===== config.mk =====
export PLATFORM = sky130hd
export DESIGN_NAME = mips_exe_mem_unit
export DESIGN_NICKNAME = d
export VERILOG_FILES = /design/src/rtl/mips_pkg.sv /design/src/rtl/mips_alu_decode.sv /design/src/rtl/mips_exe_mem_unit.sv
export SDC_FILE = /design/constraint.sdc
export NUM_CORES = 1
export LEC_CHECK = 0
export BUFFER_PORTS_ARGS = -buffer_cell sky130_fd_sc_hd__buf_4
export CAP_MARGIN = 30
export CELL_PAD_IN_SITES_DETAIL_PLACEMENT = 0
export CELL_PAD_IN_SITES_GLOBAL_PLACEMENT = 1
export CORE_MARGIN = 2
export CORE_UTILIZATION = 45
export DETAILED_ROUTE_END_ITERATION = 12
export PLACE_DENSITY = 0.85
export SYNTH_ARGS = -nofsm -noshare
export SYNTH_HDL_FRONTEND = slang
export SYNTH_SLANG_ARGS = --single-unit

===== constraint.sdc =====
create_clock -name clk -period 9.3 [get_ports clk]
set_input_delay 2.325 -clock clk [delete_from_list [all_inputs] [get_ports clk]]
set_output_delay 2.325 -clock clk [all_outputs]
set_load 0.005 [all_outputs]

===== src/rtl/mips_pkg.sv =====
// Shared constants for the MIPS pipeline: datapath widths, ALU operation codes,
// and the opcode/funct values the execute stage decodes.
package mips_pkg;

    localparam int DATA_W = 32;
    localparam int REG_AW = 5;

    localparam logic [3:0] ALU_AND  = 4'd0;
    localparam logic [3:0] ALU_OR   = 4'd1;
    localparam logic [3:0] ALU_ADD  = 4'd2;
    localparam logic [3:0] ALU_XOR  = 4'd3;
    localparam logic [3:0] ALU_SLL  = 4'd4;
    localparam logic [3:0] ALU_SRL  = 4'd5;
    localparam logic [3:0] ALU_SUB  = 4'd6;
    localparam logic [3:0] ALU_SLT  = 4'd7;
    localparam logic [3:0] ALU_SRA  = 4'd8;
    localparam logic [3:0] ALU_SLTU = 4'd9;
    localparam logic [3:0] ALU_LUI  = 4'd10;
    localparam logic [3:0] ALU_NOR  = 4'd12;

    localparam logic [5:0] OP_RTYPE = 6'h00;
    localparam logic [5:0] OP_BEQ   = 6'h04;
    localparam logic [5:0] OP_BNE   = 6'h05;
    localparam logic [5:0] OP_ADDI  = 6'h08;
    localparam logic [5:0] OP_ADDIU = 6'h09;
    localparam logic [5:0] OP_SLTI  = 6'h0A;
    localparam logic [5:0] OP_SLTIU = 6'h0B;
    localparam logic [5:0] OP_ANDI  = 6'h0C;
    localparam logic [5:0] OP_ORI   = 6'h0D;
    localparam logic [5:0] OP_XORI  = 6'h0E;
    localparam logic [5:0] OP_LUI   = 6'h0F;
    localparam logic [5:0] OP_LB    = 6'h20;
    localparam logic [5:0] OP_LH    = 6'h21;
    localparam logic [5:0] OP_LW    = 6'h23;
    localparam logic [5:0] OP_LBU   = 6'h24;
    localparam logic [5:0] OP_LHU   = 6'h25;
    localparam logic [5:0] OP_SB    = 6'h28;
    localparam logic [5:0] OP_SH    = 6'h29;
    localparam logic [5:0] OP_SW    = 6'h2B;

    localparam logic [5:0] FN_SLL     = 6'h00;
    localparam logic [5:0] FN_SRL     = 6'h02;
    localparam logic [5:0] FN_SRA     = 6'h03;
    localparam logic [5:0] FN_SYSCALL = 6'h0C;
    localparam logic [5:0] FN_ADD     = 6'h20;
    localparam logic [5:0] FN_ADDU    = 6'h21;
    localparam logic [5:0] FN_SUB     = 6'h22;
    localparam logic [5:0] FN_SUBU    = 6'h23;
    localparam logic [5:0] FN_AND     = 6'h24;
    localparam logic [5:0] FN_OR      = 6'h25;
    localparam logic [5:0] FN_XOR     = 6'h26;
    localparam logic [5:0] FN_NOR     = 6'h27;
    localparam logic [5:0] FN_SLT     = 6'h2A;
    localparam logic [5:0] FN_SLTU    = 6'h2B;

endpackage


===== src/rtl/mips_alu_decode.sv =====
// Opcode/funct to ALU operation decode; purely combinational, zero latency.
// Unrecognised encodings (including syscall, loads and stores) fall back to ADD.
module mips_alu_decode
    import mips_pkg::*;
(
    input  logic [5:0] opcode,
    input  logic [5:0] funct,
    output logic [3:0] alu_op
);

    always_comb begin
        alu_op = ALU_ADD;
        if (opcode == OP_RTYPE) begin
            case (funct)
                FN_ADD, FN_ADDU, FN_SYSCALL: alu_op = ALU_ADD;
                FN_SUB, FN_SUBU:             alu_op = ALU_SUB;
                FN_AND:                      alu_op = ALU_AND;
                FN_OR:                       alu_op = ALU_OR;
                FN_XOR:                      alu_op = ALU_XOR;
                FN_NOR:                      alu_op = ALU_NOR;
                FN_SLT:                      alu_op = ALU_SLT;
                FN_SLTU:                     alu_op = ALU_SLTU;
                FN_SLL:                      alu_op = ALU_SLL;
                FN_SRL:                      alu_op = ALU_SRL;
                FN_SRA:                      alu_op = ALU_SRA;
                default:                     alu_op = ALU_ADD;
            endcase
        end else begin
            case (opcode)
                OP_ADDI, OP_ADDIU:                 alu_op = ALU_ADD;
                OP_ANDI:                           alu_op = ALU_AND;
                OP_ORI:                            alu_op = ALU_OR;
                OP_XORI:                           alu_op = ALU_XOR;
                OP_SLTI:                           alu_op = ALU_SLT;
                OP_SLTIU:                          alu_op = ALU_SLTU;
                OP_LUI:                            alu_op = ALU_LUI;
                OP_BEQ, OP_BNE:                    alu_op = ALU_SUB;
                OP_LB, OP_LH, OP_LW, OP_LBU, OP_LHU,
                OP_SB, OP_SH, OP_SW:               alu_op = ALU_ADD;
                default:                           alu_op = ALU_ADD;
            endcase
        end
    end

endmodule


===== src/rtl/mips_exe_mem_unit.sv =====
// Execute-stage ALU (combinational) feeding the EXE/MEM register (1-cycle latency).
// No handshake: write=0 stalls by holding the register; reset flushes it.
module mips_exe_mem_unit #(
    parameter int DATA_W = mips_pkg::DATA_W,
    parameter int REG_AW = mips_pkg::REG_AW
) (
    input  logic              clk,
    input  logic              reset,
    input  logic              write,
    input  logic [5:0]        opcode,
    input  logic [5:0]        funct,
    input  logic [DATA_W-1:0] oprd1,
    input  logic [DATA_W-1:0] oprd2,
    input  logic [4:0]        shamt,
    input  logic              syscall_e,
    input  logic              reg_write_e,
    input  logic              mem_to_reg_e,
    input  logic              mem_write_e,
    input  logic              mem_read_e,
    input  logic              load_full_word_e,
    input  logic              load_signed_e,
    input  logic [DATA_W-1:0] reg_data2_e,
    input  logic [REG_AW-1:0] write_reg_e,
    output logic [3:0]        alu_op,
    output logic [DATA_W-1:0] alu_result,
    output logic              alu_zero,
    output logic              syscall_m,
    output logic              reg_write_m,
    output logic              mem_to_reg_m,
    output logic              mem_write_m,
    output logic              mem_read_m,
    output logic              load_full_word_m,
    output logic              load_signed_m,
    output logic [DATA_W-1:0] reg_data2_m,
    output logic [DATA_W-1:0] alu_result_m,
    output logic [REG_AW-1:0] write_reg_m
);
    import mips_pkg::*;

    mips_alu_decode u_decode (
        .opcode (opcode),
        .funct  (funct),
        .alu_op (alu_op)
    );

    always_comb begin
        alu_result = '0;
        case (alu_op)
            ALU_AND:  alu_result = oprd1 & oprd2;
            ALU_OR:   alu_result = oprd1 | oprd2;
            ALU_ADD:  alu_result = oprd1 + oprd2;
            ALU_XOR:  alu_result = oprd1 ^ oprd2;
            ALU_SLL:  alu_result = oprd2 << shamt;
            ALU_SRL:  alu_result = oprd2 >> shamt;
            ALU_SUB:  alu_result = oprd1 - oprd2;
            ALU_SLT:  alu_result = {{(DATA_W-1){1'b0}}, $signed(oprd1) < $signed(oprd2)};
            ALU_SRA:  alu_result = DATA_W'($signed(oprd2) >>> shamt);
            ALU_SLTU: alu_result = {{(DATA_W-1){1'b0}}, oprd1 < oprd2};
            ALU_LUI:  alu_result = oprd2 << 16;
            ALU_NOR:  alu_result = ~(oprd1 | oprd2);
            default:  alu_result = '0;
        endcase
    end

    assign alu_zero = (alu_result == '0);

    // Reset wins over write so a flush cancels any pending store or register write.
    always_ff @(posedge clk) begin
        if (reset) begin
            syscall_m        <= 1'b0;
            reg_write_m      <= 1'b0;
            mem_to_reg_m     <= 1'b0;
            mem_write_m      <= 1'b0;
            mem_read_m       <= 1'b0;
            load_full_word_m <= 1'b0;
            load_signed_m    <= 1'b0;
            reg_data2_m      <= '0;
            alu_result_m     <= '0;
            write_reg_m      <= '0;
        end else if (write) begin
            syscall_m        <= syscall_e;
            reg_write_m      <= reg_write_e;
            mem_to_reg_m     <= mem_to_reg_e;
            mem_write_m      <= mem_write_e;
            mem_read_m       <= mem_read_e;
            load_full_word_m <= load_full_word_e;
            load_signed_m    <= load_signed_e;
            reg_data2_m      <= reg_data2_e;
            alu_result_m     <= alu_result;
            write_reg_m      <= write_reg_e;
        end
    end

endmodule


== Word-level counts from Yosys, hierarchy flattened ==
Memories as Yosys holds them, arrays and structs flattened.
Cells that the tools add are included.
Word-level totals
  word-level logic and storage cells: 39
  flip-flop bits (word level): 76
  bits in read-only memories: 512
  memories: 2
Memory list
  (no name shown): depth 64, bits a word 4, read ports 1, clocked after Yosys merged registers in 0, wr ports 0, line mips_alu_decode.sv:14  | case (funct)
  (no name shown): depth 64, bits a word 4, read ports 1, clocked after Yosys merged registers in 0, wr ports 0, line mips_alu_decode.sv:29  | case (opcode)
Cells by class
  eq/ne operators: 11
  add/sub/neg operators: 2
  $lt $le $gt $ge: 2
  reductions and logical operators: 3
  mux-type cells: 2
  bitwise operators: 4
  shift operators: 3
Operator list (number)
  case mux 32 bit (12 select lines): 1
  < comparator 32 bit: 2
  adder 32 bit: 1
  bitwise AND 32 bit: 1
  zero test 32 bit: 1
  NOT 32 bit: 1
  OR 32 bit: 1
  << shifter 32 x 5 -> 32 bit: 1
  right shift 32 x 5 -> 32 bit: 1
  >>> shifter 32 x 5 -> 32 bit: 1
  subtractor 32 bit: 1
  XOR 32 bit: 1
  == test 4 x 3 -> 1 bit (second input constant): 4
  == test 4 bit (second input constant): 4
  == test 4 x 2 -> 1 bit (second input constant): 2
  zero test 6 bit: 1
  == test 4 x 1 -> 1 bit (second input constant): 1
  zero test 4 bit: 1
  2-to-1 mux 4 bit: 1

== Logic depth before layout (Yosys ltp) ==
  depth after elaboration: 5
  depth in mapped cells: 17

== By module ==
A second synthesis with hierarchy kept.
Second synthesis, totals
  cells, all modules: 1881
  area total of the unflattened synthesis: 13576.8 µm²
By module, submodules not included
  mips_exe_mem_unit: area an instance 13267.7 µm², cells an instance 1840, times used 1, sequential area each 1521.5 µm²
  mips_alu_decode: area an instance 309.0 µm², cells an instance 41, times used 1, sequential area each 0.0 µm²

== Worst setup path after synthesis ==
Ideal clock, no wire load.
  kind: input -> output
  start: input port oprd2[6]
  end: output port alu_zero
  buffers on the path: 2
  path slack: 1474 ps
  arrival: 5501 ps
  cell stages on the path: 16
  data required time: 6975 ps
  cells stage by stage: clkbuf_1 -> inv_1 -> ha_1 -> buf_2 -> nor2b_1 -> o21ai_0 -> or3b_1 -> or3b_2 -> o21ai_0 -> xnor2_1 -> nor2_1 -> nor4_1 -> nand4_1 -> nor4_2 -> nand3_1 -> nor3_2
On the way
  cells in the longest elaborated chain, start to end: 4
RTL lines
  start, declared: line mips_exe_mem_unit.sv:13  | input logic [DATA_W-1:0] oprd2,
  parallel branches: the longest is 2 deep, another holds subtractor 32 bit
  case mux 32 bit (12 select lines) *: line mips_exe_mem_unit.sv:48  | case (alu_op)
  zero test 32 bit *: line mips_exe_mem_unit.sv:65  | assign alu_zero = (alu_result == '0);
  end, declared: line mips_exe_mem_unit.sv:26  | output logic alu_zero,
Every way passes the cells marked *.

== Worst setup path in the final report ==
  start: input port shamt[0]
  end: output port alu_zero
On the way
  cells in the longest elaborated chain, start to end: 3
RTL lines
  start, declared: line mips_exe_mem_unit.sv:14  | input logic [4:0] shamt,
  >>> shifter 32 x 5 -> 32 bit, or another cell as far along: line mips_exe_mem_unit.sv:57  | ALU_SRA: alu_result = DATA_W'($signed(oprd2) >>> shamt);
  case mux 32 bit (12 select lines) *: line mips_exe_mem_unit.sv:48
  zero test 32 bit *: line mips_exe_mem_unit.sv:65
Every way passes the cells marked *; elsewhere a longest branch is shown, timed or not.

==> results.json <==
{
  "antenna_found_initial": 0,
  "syn-instance-count": 1806,
  "cts_buffer_depth": 2,
  "critPathBufInv": 3,
  "drc_errors": 0,
  "post-route-util_pct": 54.7,
  "cp-end-kind": "output port",
  "clock.fmax_mhz": 112,
  "r2r_start": "alu_result_m[25]",
  "finalHoldViolations": 0,
  "layout-drive-gt1-share_pct": 22.6,
  "syn_avg_cell_area_um2": 7.28,
  "yosys_warnings": 0,
  "ys_seq_area_share_pct": 11.6,
  "rows": 62,
  "ys_async_sr_fraction_pct": 0,
  "cpLargestDelayFamily": "simple AND/OR/NAND/NOR gates",
  "clock_sinks": 76,
  "finalSetupViolCount": 0,
  "synth_top_area_share_pct": 11.6,
  "htree_levels": 3,
  "ir_drop_mv": 0.169,
  "syn_area_um2": 13100,
  "clock_latency_ps": 330,
  "die_y_um": 175,
  "synth_edf_count": 0,
  "fin_skew_ps": 0,
  "synth_commonest_cells": "nor2_1 (245), nand2_1 (135), a21oi_1 (130)",
  "start_kind": "input pin",
  "yosys.area.top_type": "dfxtp_1",
  "drt-initial-drc-count": 2258,
  "finalWorstSetupSlack_ps": 359,
  "critPathRequiredTime_ps": 6980,
  "grt_pass1_wl_um": 97700,
  "hold_class": "reg2reg",
  "cts_tree": "done",
  "min_period_over_period_pct": 96.1,
  "tightest_slew_ps": 1130,
  "root_buffer": "clkbuf_16",
  "core-area_um2": 28700,
  "path_class": "in2out",
  "critPathMaxStageDelay_ps": 590,
  "leakage_nw": 7.08,
  "status": "complete, no violations",
  "portBuffers": 240,
  "worst_path_most_repeated_cell": "buf_4",
  "hold_path.startpoint": "alu_result_m[26]",
  "cap_violations": 0,
  "initial_utilization_pct": 45.8,
  "max_slew_margin_pct": 24.4,
  "synth.distinct_cells": 114,
  "ys.flop_type": "dfxtp_1",
  "fin_nets": 2231,
  "finalWirelength_um": 67100,
  "crit_path_start": "shamt[0]",
  "rsz0062_at_grt": "no",
  "grt-ovfl-total": 0,
  "dieWidth_um": 175,
  "synth_area_leaders": "dfxtp_1 (12%), ha_1 (9.8%), mux2i_1 (9.3%)",
  "report.final.slew_viol_count": 0,
  "path_max_fanout": 53,
  "cts_buffers": 9,
  "pwr_density_cell_nw_per_um2": 107,
  "num_vias": 16200,
  "num_io_pins": 241,
  "synthToLayoutAreaGrowth_pct": 19.5,
  "grt_pass1_vias": 15200,
  "synth_most_common_cell": "nor2_1",
  "crit_chain": "buf_4 -> buf_4 -> mux2i_1 -> mux2i_1 -> mux4_2 -> a221oi_2 -> nor2_1 -> a31oi_1 -> o211ai_1 -> or4_1 -> nand4_1 -> and3_2 -> nand3_2 -> nor3_2 -> buf_4",
  "grt_max_degree": 77,
  "die-area_um2": 30600,
  "first_pass_iters": 6,
  "synth.ff_latch_count": 76,
  "arrival_ps": 6620,
  "grt_use_total_pct": 41.9,
  "tns_ps": 0,
  "synth_nets": 2039,
  "postRouteAntennaNets": 0,
  "viasPerCell": 6.79,
  "ctsHoldBuffers": 0,
  "place.gp.congestion": 1.09,
  "cpMaxStageDelayCell": "or4_1",
  "hpwl_um": 52600,
  "wire_per_inst_um": 28.1,
  "clk_pin_slew_ps": 70,
  "dp_slack_ps": -262,
  "period_minus_slack_ps": 8940
}
## layout make-up
class                   count  area (um^2)
clock inverters             7         83.8
inverters                 125          470
well taps                 384          480
repair buffers            315         2370
clock buffers               9          225
multi-input cells        1471        10500
flip-flops and latches     76         1520
diodes                      1         2.50
fillers                  2828        13000
## worst reg2reg max path, cell delays in order, from the launching register on
cell and delay, ps:
dfxtp_1 350, nor2_1 50, a211oi_1 250
## per-layer routing
metal	GRT usage, %	vias to the layer above	share of wire, %
met2	63.8	1223	42
met4	20.1	0	5.6
met1	55.5	7647	40
met3	10.3	242	12
met5	0	-	0
li1	-	7097	-
## cell families after synthesis
logic type	after synthesis	share of synthesized area, %
AO/OA/AOI/OAI	586	31.7
XOR/XNOR	18	1.20
adder cells (fa/ha/maj)	105	10.1
buffers and inverters	259	8.50
flip-flops	76	11.6
multiplexers	176	15.8
AND/OR/NAND/NOR	586	21.1
## where the power goes
group	internal, mW	total (mW)	switching (mW)
logic	0.369	0.950	0.581
clock network	0.212	0.357	0.145
registers	0.352	0.367	0.0148
## placed cells by master, fill, tap and decap left out, types with 10 or more instances in the layout
master,n
nand4_1,19
o21ai_0,92
a22oi_1,26
a21oi_1,130
o21ai_1,12
nand2b_1,12
a221oi_1,20
xnor2_1,14
nor2b_1,10
ha_1,103
nor3_1,39
inv_1,119
a211oi_1,44
o31ai_1,21
mux4_2,20
o22ai_1,33
a31oi_1,14
a21o_1,21
mux2i_1,122
o211ai_1,21
nor4_1,13
nand2_1,135
nand3_1,44
mux2_2,27
dfxtp_1,76
o221ai_1,11
nor2_1,245
buf_4,313
## worst paths after layout
kind | cells past startpoint | slack [ps] | end
worst max register to register | 2 | 8560 | alu_result_m[25]
worst min register to register | 2 | 490 | alu_result_m[26]
worst min-delay path | 2 | 490 | alu_result_m[26]
worst max-delay path | 15 | 360 | alu_zero
## through the flow
step / power [mW] / area (um^2) / instances / hold WS [ps]
floorplan: 0.889 / 13100 / 1806 / 478
global placement: 1.28 / 15400 / 2368 / 471
detailed placement: 1.28 / 15400 / 2369 / 480
CTS: 1.65 / 15700 / 2387 / 490
global route: 1.74 / 15700 / 2387 / 515
finish: 1.67 / 15700 / 2388 / 486
## state kept, by name, summed over array words and instances, names as in the netlist
name              count
alu_result_m         32
load_full_word_m      1
load_signed_m         1
mem_read_m            1
mem_to_reg_m          1
mem_write_m           1
reg_data2_m          32
reg_write_m           1
syscall_m             1
write_reg_m           5
## what timing repair did
item,4_1_cts,5_1_grt
resized for setup,2,2
setup buffers,2,0
setup endpoints to repair,1,1
hold endpoints to repair,0,0
gates cloned,0,0
pin swaps,1,0
Note: power is estimated with default switching activity, not from simulation.
